### config.mk
export PLATFORM = sky130hd
export DESIGN_NAME = nfc_ecc_rf_buf_flat
export DESIGN_NICKNAME = d
export VERILOG_FILES = /design/src/rtl/nfc_ecc_rf_buf_pkg.sv /design/src/rtl/nfc_ecc_rf_buf_if.sv /design/src/rtl/nfc_ecc_rf_buf_pulse.sv /design/src/rtl/nfc_ecc_rf_buf.sv /design/src/flat_wrapper.sv
export SDC_FILE = /design/constraint.sdc
export NUM_CORES = 1
export LEC_CHECK = 0
export CAP_MARGIN = 30
export CORE_ASPECT_RATIO = 1.5
export CORE_MARGIN = 3
export CORE_UTILIZATION = 50
export CTS_CLUSTER_DIAMETER = 200
export DETAILED_ROUTE_END_ITERATION = 7
export PLACE_DENSITY = 0.68
export SLEW_MARGIN = 10
export SYNTH_ARGS = -nofsm -noshare
export SYNTH_HDL_FRONTEND = slang
export SYNTH_HIERARCHICAL = 1
export SYNTH_SLANG_ARGS = --single-unit
### constraint.sdc
create_clock -name clk -period 1.75 [get_ports clk]
set_input_delay 0.175 -clock clk [delete_from_list [all_inputs] [get_ports clk]]
set_output_delay 0.175 -clock clk [all_outputs]
set_load 0.02 [all_outputs]
### src/rtl/nfc_ecc_rf_buf_pkg.sv
// nfc_pkg: shared widths, types and lane-merge helper for the NFC ECC register-file buffer
package nfc_pkg;
  localparam int DAT_WID  = 16;
  localparam int RF_AWID  = 4;
  localparam int BYTE_WID = DAT_WID / 2;
  localparam int RF_DEPTH = 1 << RF_AWID;
  typedef logic [DAT_WID-1:0]  word_t;
  typedef logic [RF_AWID-1:0]  addr_t;
  typedef logic [1:0]          lane_t;
  function automatic word_t lane_merge(word_t old_w, word_t new_w, lane_t we);
    return {we[1] ? new_w[DAT_WID-1:BYTE_WID] : old_w[DAT_WID-1:BYTE_WID],
            we[0] ? new_w[BYTE_WID-1:0]       : old_w[BYTE_WID-1:0]};
  endfunction
endpackage

### src/rtl/nfc_ecc_rf_buf_if.sv
// nfc_ecc_rf_buf_if: register-file access and strobe request signals between the ECC engine and the buffer
interface nfc_ecc_rf_buf_if;
  import nfc_pkg::*;
  lane_t write;
  addr_t addr_wr;
  word_t data_in;
  logic  read;
  addr_t addr_rd;
  word_t data_out;
  logic  pulse_in;
  logic  pulse_out;
  modport master (output write, addr_wr, data_in, read, addr_rd, pulse_in, input data_out, pulse_out);
  modport slave  (input write, addr_wr, data_in, read, addr_rd, pulse_in, output data_out, pulse_out);
endinterface

### src/rtl/nfc_ecc_rf_buf_pulse.sv
// nfc_pulse_edge: turns a request level or pulse of any length into a single-cycle registered strobe
module nfc_pulse_edge (
  input  logic clk,
  input  logic rst,
  input  logic pulse_in,
  output logic pulse_out
);
  logic history;
  always_ff @(posedge clk)
    if (rst) begin
      history   <= 1'b0;
      pulse_out <= 1'b0;
    end else begin
      history   <= pulse_in;
      pulse_out <= pulse_in & ~history;
    end
endmodule

### src/rtl/nfc_ecc_rf_buf.sv
// nfc_ecc_rf_buf: 16x16 byte-lane register file with registered read plus request strobe conditioner
module nfc_ecc_rf_buf
  import nfc_pkg::*;
(
  input logic            clk,
  input logic            rst,
  nfc_ecc_rf_buf_if.slave bus
);
  word_t mem [RF_DEPTH];
  // read samples the pre-write contents, so a same-address read/write returns the old word
  always_ff @(posedge clk)
    if (rst) begin
      for (int i = 0; i < RF_DEPTH; i++) mem[i] <= '0;
      bus.data_out <= '0;
    end else begin
      if (bus.read) bus.data_out <= mem[bus.addr_rd];
      if (|bus.write) mem[bus.addr_wr] <= lane_merge(mem[bus.addr_wr], bus.data_in, bus.write);
    end
  nfc_pulse_edge u_pulse (
    .clk      (clk),
    .rst      (rst),
    .pulse_in (bus.pulse_in),
    .pulse_out(bus.pulse_out)
  );
endmodule

### src/flat_wrapper.sv
// flat-port wrapper written by rule: the top's interface ports become plain ports
module nfc_ecc_rf_buf_flat import nfc_pkg::*;
  (clk, rst, bus_write, bus_addr_wr, bus_data_in, bus_read, bus_addr_rd, bus_pulse_in, bus_data_out, bus_pulse_out);
  nfc_ecc_rf_buf_if bus_i ();
  input logic clk;
  input logic rst;
  input wire logic [$bits(bus_i.write)-1:0] bus_write;
  input wire logic [$bits(bus_i.addr_wr)-1:0] bus_addr_wr;
  input wire logic [$bits(bus_i.data_in)-1:0] bus_data_in;
  input wire logic [$bits(bus_i.read)-1:0] bus_read;
  input wire logic [$bits(bus_i.addr_rd)-1:0] bus_addr_rd;
  input wire logic [$bits(bus_i.pulse_in)-1:0] bus_pulse_in;
  output wire logic [$bits(bus_i.data_out)-1:0] bus_data_out;
  output wire logic [$bits(bus_i.pulse_out)-1:0] bus_pulse_out;
  assign bus_i.write = bus_write;
  assign bus_i.addr_wr = bus_addr_wr;
  assign bus_i.data_in = bus_data_in;
  assign bus_i.read = bus_read;
  assign bus_i.addr_rd = bus_addr_rd;
  assign bus_i.pulse_in = bus_pulse_in;
  assign bus_data_out = bus_i.data_out;
  assign bus_pulse_out = bus_i.pulse_out;
  nfc_ecc_rf_buf u_core (.clk(clk), .rst(rst), .bus(bus_i));
endmodule
# Word level (Yosys, flattened, before mapping)
# Memory sizes are Yosys's and may differ from the RTL's. A register that Yosys moved wholly into a read port is not among the register bits.
# Index checks and enable logic that the tools add are counted.
[op_classes]
muxes = 10
n_eq_ne = 2
n_reduce_logical = 4
n_bitwise = 2
[ops]
columns = ["op", "n"]
rows = [
  ["$mux W16", 1],
  ["$mux W8", 2],
  ["$reduce_or A16 Y1", 1],
  ["$mux W1", 5],
  ["$mux W4", 1],
  ["$reduce_and A2 Y1", 2],
  ["$mux W2", 1],
  ["$ne A1 B1 Y1 const B", 2],
  ["$reduce_or A2 Y1", 1],
  ["$and A1 B1 Y1", 1],
  ["$not A1 Y1", 1],
]
[totals]
memories = 1
ram_bits = 256
ff_bits = 2
word_cells = 21
input_bits = 30
output_inout_bits = 17
[mem_list]
columns = ["memory", "words", "word_bits", "rd", "rd_clocked_by_memory_dff", "wr", "line_no", "rtl"]
rows = [
  ["u_core.mem", 16, 16, 1, 1, 16, "nfc_ecc_rf_buf.sv:9", "word_t mem [RF_DEPTH];"],
]

# Depth between registers and ports, before layout
# Gate-level depths: netlist of the first run.
[logic_depth]
depth_word = 7
mapped_depth = 6
mapped_depth_nobuf = 4

# By module
# The synthesis of the first run kept the hierarchy.
[by_module_without_submodules]
columns = ["mod", "cells_each", "seq_area_each_um2", "area_per_inst_um2", "n_inst"]
rows = [
  ["nfc_ecc_rf_buf", 945, 8007.7, 12798.5, 1],
  ["nfc_pulse_edge", 4, 40.0, 58.8, 1],
]

# Worst setup path before layout of the first run
# OpenSTA, ideal clock, no wires.
[synth_timing]
path_type = "input to register"
startpoint = "in rst"
endpoint = "mem u_core/mem[1][0] (netlist bit), enable pin"
setup_ps = 329
setup_slack_ps = 230
stages = 5
n_path_buf = 1
required_time_ps = 1421
arrival_ps = 1191
cell_sequence = "buf_6 nor2b_4 nand3b_4 nor3_4 or2_1"
[synth_lines]
columns = ["element", "line_no", "rtl"]
rows = [
  ["start, declared", "flat_wrapper.sv:6", "input logic rst;"],
  ["end, declared", "nfc_ecc_rf_buf.sv:9", ""],
]

# Worst setup path after layout of the first run
[layout_timing]
startpoint = "reg u_core.bus.data_out[5] (read register of u_core.mem)"
endpoint = "out bus_data_out[5]"
[layout_lines]
columns = ["element", "line_no", "rtl"]
rows = [
  ["start, declared", "nfc_ecc_rf_buf_if.sv:13", "modport slave (input write, addr_wr, data_in, read, addr_rd, pulse_in, output data_out, pulse_out);"],
  ["end, declared", "flat_wrapper.sv:13", "output wire logic [$bits(bus_i.data_out)-1:0] bus_data_out;"],
]
# No word-level cell between the ends.

==> out/qor.yml, run 1 <==
place:
  dpl_cell_area_um2: 14300
  hpwlAfterDp_um: 21300
  port_buffers: 46
  gp_congestion: 0.836
timing:
  hold_ws_ns: 0.209
  fmax_mhz: 591
  maxSlewHeadroom_pct: 64.1
  hold_violations: 0
  fin_crit_sh_pct: 96.6
  fin_setup_tns_ns: 0
  worstMarginPinSlew_ns: 0.539
  slew_violations: 0
  finalCriticalPeriod_ns: 1.69
  rsz0062_at_grt: "no"
  setup_viol: 0
  clock_skew_ns: 0.0195
clock_network:
  cts_buffers: 26
  ctsHtreeMaxLevel: 1
  clkTransAtPathRegs_ns: 0.06
  numClockSinks: 274
  clk_path_buf_depth: 3
  cts_tree: "done"
  clockRootBuffer: "clkbuf_16"
  postCtsHoldBufs: 0
  insertion_delay_ns: 0.54
worst_setup_path:
  cp-end-kind: "output port"
  crit_family: "buffers and inverters"
  r2r_slack_ns: 0.58
  worst-path-max-fanout: 2
  path_cells: "clkdlybuf4s50_1"
  slowest_delay_ns: 0.61
  crit_arrival_ns: 1.52
  crit_type: "register to output port"
  path_buf_inv: 1
  crit_path_start_kind: "register"
  worstPathRequired_ns: 1.57
  crit_path_top_delay_cell: "clkdlybuf4s50_1"
cells_and_area:
  design_area_um2: 15200
  layout_common_cells: "and2_1 (257), edfxtp_1 (256), mux2i_1 (128)"
  final_util_pct: 60.1
  drive_gt1_share_pct: 19.6
  syn_to_final_growth_pct: 18.0
  final_common_cell: "and2_1"
  antenna_cells: 0
  nFillCells: 2011
  layout.nets: 1092
floorplan:
  start_util_pct: 51.0
  rows: 71
  die_y_um: 202
  ioPinCount: 47
  core_um2: 25200
  dieArea_um2: 27700
  die_width_um: 137
synth:
  syn-cell-area_um2: 12900
  synth_fa_ha_area_share_pct: 0
  synthCells: 949
  yosysTopAreaCellShare_pct: 59.8
  synthArstFlopShare_pct: 0
  synth_top_family_by_area: "simple AND/OR/NAND/NOR gates"
  yosys_warnings: 6
  yosys.area.top_type: "edfxtp_1"
  synth-simple-area-share_pct: 21.6
  synth_edf_count: 256
  ys.flop_type: "edfxtp_1"
  synth.distinct_cells: 28
  syn_nets: 979
  synthXorXnorAreaFrac_pct: 0
  ys_seq_area_share_pct: 62.6
  ys_ff_latch: 274
  synth_mux_area_share_pct: 9.96
  ys_top_cells_by_area: "edfxtp_1 (60%), and2_1 (13%), mux2i_1 (10%)"
  synth_compound_area_share_pct: 3.43
  synth.avg_cell_area_um2: 13.5
power:
  comb_power_share_pct: 9.2
  p_leak_nw: 5.86
  total_power_w: 0.0146
  swShare_pct: 22.3
  p_switching_w: 0.00326
  p_seq_share_pct: 52.4
  vdd_drop_max_mv: 0.826
  p_int_w: 0.0114
  clkPwrFrac_pct: 38.4
  powerDensity_nw_per_um2: 966
grt:
  grt_antenna_before_repair: 0
  grt_pass1_vias: 7943
  overflow: 0
  grt_util_all_layers_pct: 22.2
  grt_max_degree: 36
  grt_pass1_wl_um: 46100
detailed_routing:
  routed_via_density: 5.35
  postRouteAntennaNets: 0
  first_pass_iters: 4
  wire_per_inst_um: 21.4
  drc: 0
  drt_iter0_markers: 504
  num_vias: 7533
  wirelength_um: 30200
min_path:
  hold_path_class: "input port to register"
run_status:
  status: "complete, no violations"
run:
  drv_cap: 0
registers in the layout (all words and copies together), names as in the netlist:
register / count
u_core/bus.data_out: 16
u_core/mem: 256
u_core/u_pulse/history: 1
u_core/u_pulse/pulse_out: 1
cell usage after synthesis, types with 3 or more instances:
cell type and count:
and2_1 257, edfxtp_1 256, mux2i_1 128, a22oi_1 48, nand3_1 48, nand2_1 34, or2_2 30, clkbuf_1 27
dfxtp_1 18, a21oi_1 16, buf_4 14, nor2_2 12, nor2_4 12, buf_2 10, nor3_4 8, buf_6 5
nand3b_4 4, nor2_1 4, nor2b_1 3, or2b_2 3
layout make-up:
type / instances / area (µm²) / share of cell area [%]
sequential: 274 / 8050 / 53.1
tap: 328 / 410 / 2.71
multi-input combinational: 619 / 4500 / 29.7
timing repair buffer: 141 / 1350 / 8.93
clock buffer: 30 / 666 / 4.39
clock inverter: 16 / 185 / 1.22
path summary, 6_finish.rpt:
path	start	endpoint	cells after the start
setup / recovery	u_core/bus.data_out[5]	bus_data_out[5]	1
hold / removal	rst	u_core/u_pulse/history	3
setup reg to reg	u_core/mem[6][11]	u_core/bus.data_out[11]	4
hold reg to reg	u_core/u_pulse/history	u_core/u_pulse/pulse_out	1
what timing repair did:
item                                    in CTS  in global routing
gates resized for setup                      5                  1
setup buffers                                0                  0
pin swaps                                    0                  0
endpoints found under the setup margin       5                  1
cloned                                       0                  0
power groups by stage:
stage	Clock, W	Sequential, W	Combinational (W)
final	0.00562	0.00768	0.00135
after global routing	0.00599	0.00771	0.00144
after CTS	0.00573	0.00768	0.00136
after detailed placement	0	0.00782	0.00136
after global placement	0	0.00780	0.00135
after floorplan	0	0.00780	0.000717
metal layers:
layer	part of all wire, %	wire (µm)	GRT usage [%]	vias to the layer above
li1	-	-	-	3618
met1	38	11500	25.6	3714
met2	55	16600	41.4	142
met3	2.8	852	2.47	59
met4	4.1	1220	8.95	0
met5	0	0	0	-
logic make-up (layout without fill, tap and decap cells):
| family | Yosys count | after routing |
|---|---|---|
| simple gates | 427 | 427 |
| flops | 274 | 274 |
| buf+inv | 56 | 187 |
| compound gates | 64 | 64 |
| mux | 128 | 128 |
through the flow:
| step | std cells | setup slack (ns) |
|---|---|---|
| final | 1408 | 0.0590 |
| after global routing | 1408 | 0.00243 |
| after CTS | 1408 | 0.00239 |
| after detailed placement | 1362 | -0.284 |
| after global placement | 1361 | -0.268 |
| after floorplan | 949 | 0.230 |
No activity file was read; power rests on OpenSTA's default activity.
==> run 2: changes to the inputs <==
--- a/config.mk
+++ b/config.mk
@@ -9,7 +9,6 @@
 export CORE_ASPECT_RATIO = 1.5
 export CORE_MARGIN = 3
 export CORE_UTILIZATION = 50
-export CTS_CLUSTER_DIAMETER = 200
 export DETAILED_ROUTE_END_ITERATION = 7
 export PLACE_DENSITY = 0.68
 export SLEW_MARGIN = 10
==> results of run 2 <==
Same layout as run 1: the final DEF is identical, and so are final timing and power.
==> run 3: changes to the inputs <==
--- a/config.mk
+++ b/config.mk
@@ -7,7 +7,7 @@
 export LEC_CHECK = 0
 export CAP_MARGIN = 30
 export CORE_ASPECT_RATIO = 1.5
-export CORE_MARGIN = 3
+export CORE_MARGIN = 4
 export CORE_UTILIZATION = 50
 export DETAILED_ROUTE_END_ITERATION = 7
 export PLACE_DENSITY = 0.68
==> run 3 against run 2 <==
Compared with the run above: sequential power about the same; die area increased by 2.5%; highest routed layer is now met5; critical path depth unchanged.
==> out/qor.yml, run 3 (same netlist as run 1, synthesis figures left out) <==
run_status:
  status: "complete, no violations"
power:
  total_power_w: 0.0146  # -0.15%
  powerDensity_nw_per_um2: 966  # about the same
  vdd_drop_max_mv: 0.766  # -7.3%
  p_leak_nw: 5.84  # -0.31%
worst_setup_path:
  crit_path_top_delay_cell: "clkdlybuf4s50_1"
  crit_arrival_ns: 1.51  # about the same
  crit_family: "buffers and inverters"
  path_buf_inv: 1  # unchanged
  crit_type: "register to output port"
  slowest_delay_ns: 0.63  # +0.02 ns
  path_cells: "clkdlybuf4s50_1"
  worst-path-max-fanout: 2  # unchanged
  worstPathRequired_ns: 1.57  # about the same
  cp-end-kind: "output port"
  crit_path_start_kind: "register"
detailed_routing:
  drt_iter0_markers: 457  # -9.3%
  wirelength_um: 29500  # -2.4%
  postRouteAntennaNets: 0  # unchanged
  first_pass_iters: 4  # unchanged
  num_vias: 7553  # +0.27%
  drc: 0  # unchanged
  routed_via_density: 5.38  # +0.55%
  wire_per_inst_um: 21.0  # -2.1%
cells_and_area:
  largest_register_ffs: 256  # unchanged
  syn_to_final_growth_pct: 17.7
  multi_input_area_um2: 4500  # unchanged
  antenna_cells: 0  # unchanged
  regArea_um2: 8050  # unchanged
  final_common_cell: "and2_1"
  reg_top3: "u_core/mem: 256 flops, u_core/bus.data_out: 16 flops"
  layout.cells.non_filler: 1404  # -0.28%
  design_area_um2: 15100  # -0.22%
  layout.nets: 1086  # -0.55%
  nFillCells: 1976  # -1.7%
  layout_common_cells: "and2_1 (257), edfxtp_1 (256), mux2i_1 (128)"
  drive_gt1_share_pct: 19.7  # +0.073 points
  top_register: "u_core/mem"
timing:
  worstMarginPinSlew_ns: 0.333  # -0.206 ns
  finalCriticalPeriod_ns: 1.69  # -0.00176 ns
  fin_setup_tns_ns: 0  # unchanged
  fmax_mhz: 592  # +0.10%
  hold_violations: 0  # unchanged
  clock_skew_ns: 0.00594  # -0.0136 ns
  rsz0062_at_grt: "no"
  maxSlewHeadroom_pct: 77.2  # +13 points
  fin_crit_sh_pct: 96.5  # -0.10 points
  setup_viol: 0  # unchanged
  slew_violations: 0  # unchanged
  setup_slack_ns: 0.0607  # +0.00176 ns
clock_network:
  clockRootBuffer: "clkbuf_16"
  insertion_delay_ns: 0.52  # -0.02 ns
  ctsHtreeMaxLevel: 1  # unchanged
  cts_buffers: 27  # +3.8%
  clkTransAtPathRegs_ns: 0.06  # about the same
  postCtsHoldBufs: 0  # unchanged
  cts_tree: "done"
  numClockSinks: 274  # unchanged
  clk_path_buf_depth: 3  # unchanged
grt:
  overflow: 0  # unchanged
  grt_pass1_wl_um: 44500  # -3.5%
  grt_antenna_before_repair: 1  # +1
  grt_util_all_layers_pct: 20.6  # -1.7 points
  grt_pass1_vias: 7845  # -1.2%
  grt_max_degree: 33  # -8.3%
place:
  port_buffers: 46  # unchanged
  dp_cells: 1355  # -0.51%
  dpl_cell_area_um2: 14200  # -0.54%
  post-place-ws_ns: -0.232  # +0.0517 ns
  gp_congestion: 0.885  # +5.9%
  hpwlAfterDp_um: 20700  # -2.8%
floorplan:
  die_width_um: 139  # +1.5%
  core_um2: 25200  # unchanged
  ioPinCount: 47  # unchanged
  die_y_um: 204  # +0.99%
  rows: 71  # unchanged
  dieArea_um2: 28400  # +2.5%
  start_util_pct: 51.0  # unchanged
min_path:
  hold_path_class: "input port to register"
run:
  drv_cap: 0  # unchanged
-- run 3: cell types whose count changed in the layout (fill, tap and decap cells not counted), sizes merged, moves of 3 or more --
cell | before | now
buf | 97 | 90
clkdlybuf4s50 | 38 | 41
dlygate4sd2 | 5 | 0
clkbuf | 30 | 35
-- run 3: repair_timing --
action / CTS / global route
endpoints found under the setup margin: 0 / 3
endpoints found under the hold margin: 0 / 0
gates resized for setup: 0 / 3
buffers inserted: 0 / 0
-- run 3: final timing paths --
check,start,end,slack [ns],cells after the start
worst min register to register,u_core/u_pulse/history,u_core/u_pulse/pulse_out,0.40,1
worst max-delay path,u_core/bus.data_out[3],bus_data_out[3],0.06,1
worst max register to register,u_core/mem[14][9],u_core/bus.data_out[9],0.63,4
worst min-delay path,bus_pulse_in,u_core/u_pulse/history,0.24,2
-- run 3: area by class of cell --
cell class / instances / area share [%]
timing repair buffer: 134 / 8.51
multi-input combinational: 619 / 29.8
clock buffer: 35 / 4.86
tap: 328 / 2.71
clock inverter: 14 / 0.976
sequential: 274 / 53.2
-- run 3: metrics by stage --
stage          utilization [%]  hold WS (ns)
5_1_grt                   60.0         0.240
3_3_place_gp              56.5         0.397
4_1_cts                   60.0         0.226
6_report                  60.0         0.242
3_5_place_dp              56.5         0.396
2_1_floorplan                -         0.246
-- run 3: report_power, final --
group / leakage (nW) / internal (W) / switching (W)
clock network: 0.423 / 0.00328 / 0.00235
registers: 2.59 / 0.00754 / 0.000133
logic: 2.83 / 0.000536 / 0.000785
total: 5.84 / 0.0114 / 0.00327
-- run 3: per-layer routing --
metal  global-route usage (%)  vias to the layer above  routed length (µm)
met4                     7.17                        2                1050
met5                        0                        -                  13
met2                     40.1                      187               16200
met3                     2.60                       67                1230
li1                         -                     3620                   -
met1                     22.8                     3677               10900
